### src/rtl/clock_pkg.sv
// clock_pkg: shared time-field widths, limits, alarm state encoding and a load-validity helper. Rev 1.0
`default_nettype none

package clock_pkg;

  localparam int HOUR_W = 5;
  localparam int MIN_W  = 6;
  localparam int SEC_W  = 6;
  localparam int TIME_W = HOUR_W + MIN_W + SEC_W;
  localparam int HM_W   = HOUR_W + MIN_W;

  localparam logic [HOUR_W-1:0] MAX_HOUR = 5'd23;
  localparam logic [MIN_W-1:0]  MAX_MIN  = 6'd59;
  localparam logic [SEC_W-1:0]  MAX_SEC  = 6'd59;

  // Last count value of the ring counter: the alarm rings for 60 ticks at most.
  localparam logic [5:0] RING_LAST = 6'd59;

  typedef enum logic [0:0] {
    ALARM_IDLE = 1'b0,
    ALARM_RING = 1'b1
  } alarm_state_t;

  function automatic logic time_valid(input logic [HOUR_W-1:0] h,
                                      input logic [MIN_W-1:0]  m,
                                      input logic [SEC_W-1:0]  s);
    return (h <= MAX_HOUR) && (m <= MAX_MIN) && (s <= MAX_SEC);
  endfunction

endpackage

`default_nettype wire

### src/rtl/tick_gen.sv
// tick_gen: 1 Hz prescaler counting 0..CLK_HZ-1 while run=1; clr restarts the count. Rev 1.0
`default_nettype none

module tick_gen #(
  parameter int CLK_HZ = 50000000
) (
  input  logic clk,
  input  logic rst,
  input  logic run,
  input  logic clr,
  output logic tick
);

  localparam int CNT_W = $clog2(CLK_HZ);
  localparam logic [CNT_W-1:0] CNT_MAX = CNT_W'(CLK_HZ - 1);

  logic [CNT_W-1:0] cnt_q;
  logic [CNT_W-1:0] cnt_d;

  assign tick = run & (cnt_q == CNT_MAX);

  always_comb begin
    cnt_d = cnt_q;
    if (clr) begin
      cnt_d = '0;
    end else if (run) begin
      cnt_d = tick ? '0 : cnt_q + CNT_W'(1);
    end
  end

  always_ff @(posedge clk or negedge rst) begin
    if (!rst) begin
      cnt_q <= '0;
    end else begin
      cnt_q <= cnt_d;
    end
  end

endmodule

`default_nettype wire

### src/rtl/tod_counter.sv
// tod_counter: settable hh:mm:ss counter with day-advance pulse; alarm FSM built only with TOD_ALARM_EN. Rev 1.0
`default_nettype none

module tod_counter
  import clock_pkg::*;
#(
  parameter int CLK_HZ = 50000000
) (
  input  logic        clk,
  input  logic        rst,
  input  logic        run,
  input  logic        set_time,
  input  logic [16:0] bin_time,
  input  logic        alarm_on,
  input  logic [10:0] alarm_time,
  input  logic        alarm_ack,
  output logic [4:0]  hour,
  output logic [5:0]  min,
  output logic [5:0]  sec,
  output logic        en_day,
  output logic        tick,
  output logic        alarm
);

  logic [HOUR_W-1:0] hour_q, hour_d;
  logic [MIN_W-1:0]  min_q,  min_d;
  logic [SEC_W-1:0]  sec_q,  sec_d;
  logic              en_day_q, en_day_d;
  logic              load_ok;
  logic              tick_upd;

  assign load_ok = set_time && time_valid(bin_time[16:12], bin_time[11:6], bin_time[5:0]);

  tick_gen #(
    .CLK_HZ (CLK_HZ)
  ) u_tick_gen (
    .clk  (clk),
    .rst  (rst),
    .run  (run),
    .clr  (load_ok),
    .tick (tick)
  );

  // A valid load wins over a same-cycle tick and never raises en_day.
  always_comb begin
    hour_d   = hour_q;
    min_d    = min_q;
    sec_d    = sec_q;
    en_day_d = 1'b0;
    tick_upd = 1'b0;
    if (load_ok) begin
      hour_d = bin_time[16:12];
      min_d  = bin_time[11:6];
      sec_d  = bin_time[5:0];
    end else if (tick) begin
      tick_upd = 1'b1;
      if (sec_q == MAX_SEC) begin
        sec_d = '0;
        if (min_q == MAX_MIN) begin
          min_d = '0;
          if (hour_q == MAX_HOUR) begin
            hour_d   = '0;
            en_day_d = 1'b1;
          end else begin
            hour_d = hour_q + 5'd1;
          end
        end else begin
          min_d = min_q + 6'd1;
        end
      end else begin
        sec_d = sec_q + 6'd1;
      end
    end
  end

  always_ff @(posedge clk or negedge rst) begin
    if (!rst) begin
      hour_q   <= '0;
      min_q    <= '0;
      sec_q    <= '0;
      en_day_q <= 1'b0;
    end else begin
      hour_q   <= hour_d;
      min_q    <= min_d;
      sec_q    <= sec_d;
      en_day_q <= en_day_d;
    end
  end

  assign hour   = hour_q;
  assign min    = min_q;
  assign sec    = sec_q;
  assign en_day = en_day_q;

`ifdef TOD_ALARM_EN
  alarm_state_t state_q;
  logic [5:0]   ring_cnt_q;
  logic         alarm_q;
  logic         alarm_hit;

  // Only a counting update can land on the alarm minute; loads never trigger it.
  assign alarm_hit = tick_upd && alarm_on && ({hour_d, min_d} == alarm_time) && (sec_d == '0);

  always_ff @(posedge clk or negedge rst) begin
    if (!rst) begin
      state_q    <= ALARM_IDLE;
      ring_cnt_q <= '0;
      alarm_q    <= 1'b0;
    end else if (state_q == ALARM_IDLE) begin
      if (alarm_hit) begin
        state_q    <= ALARM_RING;
        ring_cnt_q <= '0;
        alarm_q    <= 1'b1;
      end
    end else begin
      if (alarm_ack || !alarm_on || (tick && ring_cnt_q == RING_LAST)) begin
        state_q    <= ALARM_IDLE;
        ring_cnt_q <= '0;
        alarm_q    <= 1'b0;
      end else if (tick) begin
        ring_cnt_q <= ring_cnt_q + 6'd1;
      end
    end
  end

  assign alarm = alarm_q;
`else
  logic unused_alarm;
  assign unused_alarm = ^{alarm_on, alarm_time, alarm_ack, tick_upd};
  assign alarm = 1'b0;
`endif

endmodule

`default_nettype wire

### config.mk
export PLATFORM = sky130hd
export DESIGN_NAME = tod_counter
export DESIGN_NICKNAME = d
export VERILOG_FILES = /design/src/rtl/clock_pkg.sv /design/src/rtl/tick_gen.sv /design/src/rtl/tod_counter.sv
export SDC_FILE = /design/constraint.sdc
export NUM_CORES = 1
export LEC_CHECK = 0
export CELL_PAD_IN_SITES_DETAIL_PLACEMENT = 1
export CELL_PAD_IN_SITES_GLOBAL_PLACEMENT = 2
export CORE_MARGIN = 8
export CORE_UTILIZATION = 41
export DETAILED_ROUTE_END_ITERATION = 8
export DONT_BUFFER_PORTS = 1
export MAX_ROUTING_LAYER = met4
export PLACE_DENSITY_LB_ADDON = 0.1
export SYNTH_ARGS = -nofsm -noshare
export SYNTH_HDL_FRONTEND = slang
export SYNTH_HIERARCHICAL = 1
export SYNTH_SLANG_ARGS = --single-unit
export TNS_END_PERCENT = 30
### constraint.sdc
create_clock -name clk -period 4.9 [get_ports clk]
set_clock_uncertainty 0.05 [all_clocks]
set_input_delay 0.98 -clock clk [delete_from_list [all_inputs] [get_ports clk]]
set_output_delay 0.98 -clock clk [all_outputs]
set_load 0.01 [all_outputs]
==> impl_metrics.csv, run 1 <==
group,metric,value,unit
clocking,cts_buffers,5,
finish,fin_cells,368,
route,routed_wl,6953,um
logic_synthesis,ys_async_sr_fraction,100.0,%
pwr,cellPowerDensity,271.4,nW/um^2
logic_synthesis,syn-num-nets,330,
floorplan,dieArea,9310,sq um
floorplan,die_w,96.49,um
finish,nNetsFinal,330,
grt,use_met1,23.76,%
placement,place_inst,361,
finish,fillers,740,
grt,met3_usage,3.323,%
logic_synthesis,ys_seq_area_share,41.45,%
flow_run,maxCapViolCount,0,
clocking,clk_transition_reported_paths,0.08,ns
logic_synthesis,synth_cells,291,
clocking,cts_resized,0,
placement,gp_congestion,0.7550,
logic_synthesis,synth_edf_count,0,
route,avgViaCountPerCell,5.957,
critical_path,startpoint,"run",
sta,tightest_slew,0.8739,ns
finish,antenna_cells,0,
route,firstDrtPassIters,4,
finish,layout-drive-gt1-share,8.935,%
finish,syn2layout_area_growth,5.134,%
sta,period_minus_slack,3.094,ns
critical_path,worstPathMaxFanout,11,
critical_path,critPathCaptureType,"primary output",
critical_path,r2r_start,"u_tick_gen/cnt_q[10]",
sta,final.setup.worst_slack,1.806,ns
clocking,cts_buffer_depth,2,
sta,rsz0062_at_grt,"false",
clocking,cts_tree,"built",
clocking,hold_buffers,0,
floorplan,core,6314,sq um
sta,slew_headroom,41.74,%
route,drt_iter0_drc,56,
grt,grt_overflow_total,0,
outcome,status,"complete, no violations",
sta,drv_slew,0,
floorplan,row_count,29,
logic_synthesis,synth.avg_cell_area,9.128,sq um
clocking,root_buffer,"clkbuf_8",
clocking,clk_latency,0.30,ns
route,vias,2192,
critical_path,worst_r2r_endpoint,"hour[4]",
critical_path,critical_path_class,"in -> out",
grt,use_met2,23.11,%
critical_path,cp-start-kind,"primary input",
clocking,cts.sinks,44,
logic_synthesis,synth.distinct_cells,55,
grt,top_usage_layer,"met1",
logic_synthesis,ys_dominant_reg_cell,"dfrtp_1",
critical_path,reg2reg_slack,1.90,ns
sta,fin_crit_sh,63.14,%
route,ant_nets,0,
floorplan,start_util,42.07,%
logic_synthesis,ys_warn_count,6,
pwr,p_leak,1.130,nW
min_path,min_path_type,"in -> async",
clocking,htree_levels,2,
sta,tns,0,ns
critical_path,worstPathRequired,3.87,ns
clocking,cts_setup_buffers,0,
logic_synthesis,synth-seq-cells,44,
placement,io_buffer_count,0,
sta,hold_viol_final,0,
grt,antenna_found_initial,0,
sta,setup_viol,0,
grt,track_usage,16.78,%
floorplan,ios,54,
route,drcViolationCount,0,
grt,grt_pass1_vias,2251,
grt,grt_pass1_wl,11730,um
sta,max_freq,0.3232,GHz
placement,hpwl,5042,um
logic_synthesis,synth_area,2656,sq um
finish,final_core_util,44.23,%
pwr,peakVddDrop,0.1500,mV
grt,grt_max_degree,45,
floorplan,die_y,96.49,um
route,wl_per_cell,18.89,um
critical_path,arrival,2.06,ns
placement,dp_slack,1.540,ns
critical_path,reg2reg_depth,8,
logic make-up after synthesis:
group,share of synthesized area [%]
other cells,0.1412
mux,1.931
fa+ha+maj,2.355
simple gates,32.45
flops,41.45
buf+inv,3.250
compound gates,11.82
xor+xnor,6.594
routing by layer:
metal  share of wire (%)  vias up
li1                    -     1062
met1                  49     1086
met5                   0        -
met2                  45       39
met4                 1.3        0
met3                 4.9        5
state kept, by name, summed over array words and instances, names as in the netlist:
| name | count |
|---|---|
| u_tick_gen/cnt_q | 26 |
| min | 6 |
| sec | 6 |
| hour | 5 |
| en_day | 1 |
cells in the mapped netlist (3+ instances only):
cell type | n | area (sq um)
ha_1 | 5 | 62.56
mux2i_1 | 4 | 40.04
a21oi_1 | 4 | 20.02
nor2_1 | 41 | 153.9
nand2_1 | 28 | 105.1
o211ai_1 | 4 | 30.03
and4_1 | 4 | 35.03
nand3_1 | 17 | 85.08
or4_1 | 5 | 37.54
xor2_1 | 10 | 87.58
o21a_1 | 3 | 22.52
nand4_1 | 14 | 87.58
buf_2 | 3 | 15.01
nor4_1 | 4 | 25.02
o21ai_0 | 9 | 45.04
inv_1 | 9 | 33.78
a31oi_1 | 12 | 75.07
dfrtp_1 | 44 | 1101
and3_1 | 3 | 18.77
xnor2_1 | 10 | 87.58
nor3_1 | 8 | 40.04
nand2b_1 | 5 | 31.28
nand4_4 | 3 | 63.81
power breakdown:
group          internal (W)  switching, W  total [W]  leakage, nW
Combinational     0.0000406     0.0000546  0.0000951        0.521
Clock             0.0000972      0.000124   0.000221       0.0410
Sequential         0.000389     0.0000531   0.000442        0.568
per-stage QoR:
stage / instance area (sq um) / hold slack [ns] / power, W
after global placement: 2715 / 0.4959 / 0.0005423
final: 2793 / 0.3177 / 0.0007578
after detailed placement: 2715 / 0.5028 / 0.0005455
after CTS: 2793 / 0.2993 / 0.0007731
after floorplan: 2656 / 0.4522 / 0.0005129
after global routing: 2793 / 0.2952 / 0.0008030
layout by cell type, fill, tap and decap left out, types with 4 or more instances in the layout:
cell type	count
nand4_1	14
nand2b_1	5
and4_1	4
nor4_1	4
o21ai_0	9
nor2_1	41
nand3_1	17
o211ai_1	4
ha_1	5
dfrtp_1	44
a21oi_1	4
inv_1	9
mux2i_1	4
xor2_1	10
xnor2_1	10
clkbuf_8	5
nand2_1	28
a31oi_1	12
nor3_1	8
or4_1	5
area by class of cell:
| type | instances | area (sq um) | area share, % |
|---|---|---|---|
| clock buffer | 6 | 72.57 | 2.599 |
| timing repair buffer | 2 | 15.01 | 0.5376 |
| inverter | 9 | 33.78 | 1.210 |
| tap | 77 | 96.34 | 3.450 |
| multi-input combinational | 229 | 1469 | 52.60 |
| clock inverter | 1 | 5.005 | 0.1792 |
| sequential | 44 | 1101 | 39.43 |
worst max-delay path, stage by stage:
cell and delay, ns:
and4_1 0.17, nand4_1 0.18, or2_2 0.40, inv_1 0.33
how the worst max path moves through the flow:
stage	to	slack, ns	depth (start not counted)
after global placement	hour[4]	1.56	8
after CTS	tick	1.81	4
after floorplan	hour[4]	1.66	10
final	tick	1.81	4
after global routing	hour[4]	1.61	8
after detailed placement	hour[4]	1.54	8
No activity file was read; power rests on OpenSTA's default activity.
==> inputs of run 2 (changes only) <==
--- a/config.mk
+++ b/config.mk
@@ -8,7 +8,7 @@
 export CELL_PAD_IN_SITES_DETAIL_PLACEMENT = 1
 export CELL_PAD_IN_SITES_GLOBAL_PLACEMENT = 2
 export CORE_MARGIN = 8
-export CORE_UTILIZATION = 41
+export CORE_UTILIZATION = 34
 export DETAILED_ROUTE_END_ITERATION = 8
 export DONT_BUFFER_PORTS = 1
 export MAX_ROUTING_LAYER = met4
==> constraint.sdc (replaced) <==
create_clock -name clk -period 2.68 [get_ports clk]
set_clock_uncertainty 0.05 [all_clocks]
set_input_delay 0.536 -clock clk [delete_from_list [all_inputs] [get_ports clk]]
set_output_delay 0.536 -clock clk [all_outputs]
set_load 0.01 [all_outputs]
==> run 2 against run 1 <==
  * Clock-buffer cell count down 1
  * Global-route usage down 2.4 points
  * Sequential share of layout area down 3.8 points
  * Cell count up 13%
  * Routed wire length up 6.0%
  * Total power up 130%
  * Critical endpoint is now hour[2]
  * Register-to-register slack worse by 1.7 ns
==> impl_metrics.csv, run 2 (synthesized netlist as in run 1, its figures left out) <==
group,metric,value,unit
outcome,status,"complete, no violations",
flow_run,maxCapViolCount,0,
clocking,cts_buffers,5,
sta,hold_viol_final,0,
min_path,min_path_type,"in -> async",
route,routed_wl,7370,um
route,vias,2267,
critical_path,worstPathMaxFanout,6,
floorplan,die_w,104.4,um
route,wl_met1,3249,um
grt,grt_pass1_wl,12490,um
floorplan,core,7647,sq um
route,wl_per_cell,17.72,um
critical_path,arrival,2.68,ns
sta,period_minus_slack,2.480,ns
grt,grt_pass1_vias,2358,
clocking,root_buffer,"clkbuf_8",
finish,layout-drive-gt1-share,16.24,%
route,ant_nets,0,
route,drcViolationCount,0,
critical_path,reg2reg_depth,9,
clocking,hold_buffers,1,
finish,fin_cells,416,
clocking,cts_resized,0,
grt,grt_max_degree,45,
critical_path,worstPathRequired,2.88,ns
pwr,p_leak,1.286,nW
sta,setup_viol,0,
placement,hpwl,5419,um
route,firstDrtPassIters,4,
placement,place_inst,407,
critical_path,r2r_start,"u_tick_gen/cnt_q[24]",
placement,io_buffer_count,0,
floorplan,ios,54,
critical_path,startpoint,"u_tick_gen/cnt_q[24]",
route,avgViaCountPerCell,5.450,
clocking,clk_transition_reported_paths,0.09,ns
clocking,cts_buffer_depth,2,
clocking,cts.sinks,44,
finish,regMostFlops,"u_tick_gen/cnt_q",
pwr,cellPowerDensity,555.0,nW/um^2
route,wl_met2,3717,um
finish,syn2layout_area_growth,16.44,%
sta,rsz0062_at_grt,"false",
floorplan,dieArea,10900,sq um
route,wl_met3,321,um
sta,max_freq,0.4033,GHz
sta,fin_crit_sh,92.53,%
placement,dp_slack,0.1698,ns
finish,antenna_cells,0,
floorplan,die_y,104.4,um
pwr,peakVddDrop,0.2139,mV
clocking,htree_levels,2,
critical_path,critical_path_class,"reg -> reg",
finish,largest_reg_flops,26,
clocking,cts_setup_buffers,0,
finish,final_common_cell,"dfrtp_1",
pwr,total_power,0.001716,W
grt,antenna_found_initial,0,
finish,nNetsFinal,352,
sta,tns,0,ns
route,top_layer,"met4",
placement,gp_congestion,0.7611,
grt,track_usage,14.43,%
critical_path,cp-start-kind,"flip-flop",
finish,layout_common_cells,"dfrtp_1, nor2_1, nand2_1",
grt,grt_overflow_total,0,
floorplan,row_count,32,
sta,hold_slack,0.01984,ns
clocking,clk_latency,0.30,ns
sta,final.setup.worst_slack,0.2002,ns
floorplan,start_util,34.73,%
clocking,cts_tree,"built",
critical_path,critPathCaptureType,"flip-flop",
sta,drv_slew,0,
route,drt_iter0_drc,42,
-- run 2: cell count changes in the layout (fill, tap and decap cells not counted), sizes merged --
| cell | before | now |
|---|---|---|
| clkinv | 1 | 0 |
| buf | 2 | 24 |
| clkbuf | 6 | 5 |
| bufinv | 0 | 3 |
-- run 2: layout make-up --
class | count | area, sq um
timing repair buffer | 24 | 200.2
tap | 102 | 127.6
inverter | 9 | 33.78
clock inverter | 3 | 90.09
sequential | 44 | 1101
fill | 914 | 4554
multi-input combinational | 229 | 1471
clock buffer | 5 | 68.82
-- run 2: path summary, 6_finish.rpt --
kind / slack (ns) / to
worst max-delay path: 0.20 / hour[2]
worst min-delay path: 0.02 / sec[3]
worst max register to register: 0.20 / hour[2]
worst min register to register: 0.53 / u_tick_gen/cnt_q[25]
max in group asynchronous: 2.35 / u_tick_gen/cnt_q[5]
min in group clk: 0.30 / hour[2]
-- run 2: stage by stage --
step | utilization (%) | area [sq um]
floorplan | - | 2660
global placement | 38.01 | 2907
detailed placement | 38.01 | 2907
CTS | 40.45 | 3093
global route | 40.45 | 3093
finish | 40.45 | 3093
-- run 2: power breakdown --
| part | internal [W] | leakage (nW) | switching (W) | total (W) |
|---|---|---|---|---|
| Combinational | 0.0000830 | 0.640 | 0.000115 | 0.000198 |
| Sequential | 0.000710 | 0.568 | 0.0000950 | 0.000805 |
| Clock | 0.000466 | 0.0784 | 0.000247 | 0.000713 |
-- run 2: critical path, cell delays in order, from the launching register on --
cell	delay, ns
dfrtp_1	0.43
nor4b_1	0.25
nand4_1	0.17
or2_4	0.29
inv_2	0.12
and3b_2	0.27
nand4_4	0.16
buf_4	0.19
or4_1	0.40
nand3_1	0.09
-- run 2: layer usage --
metal / global-route usage (%) / up-vias
li1: - / 1096
met1: 16.37 / 1133
met2: 24.18 / 32
met3: 3.841 / 6
met4: 4.550 / 0
met5: - / -
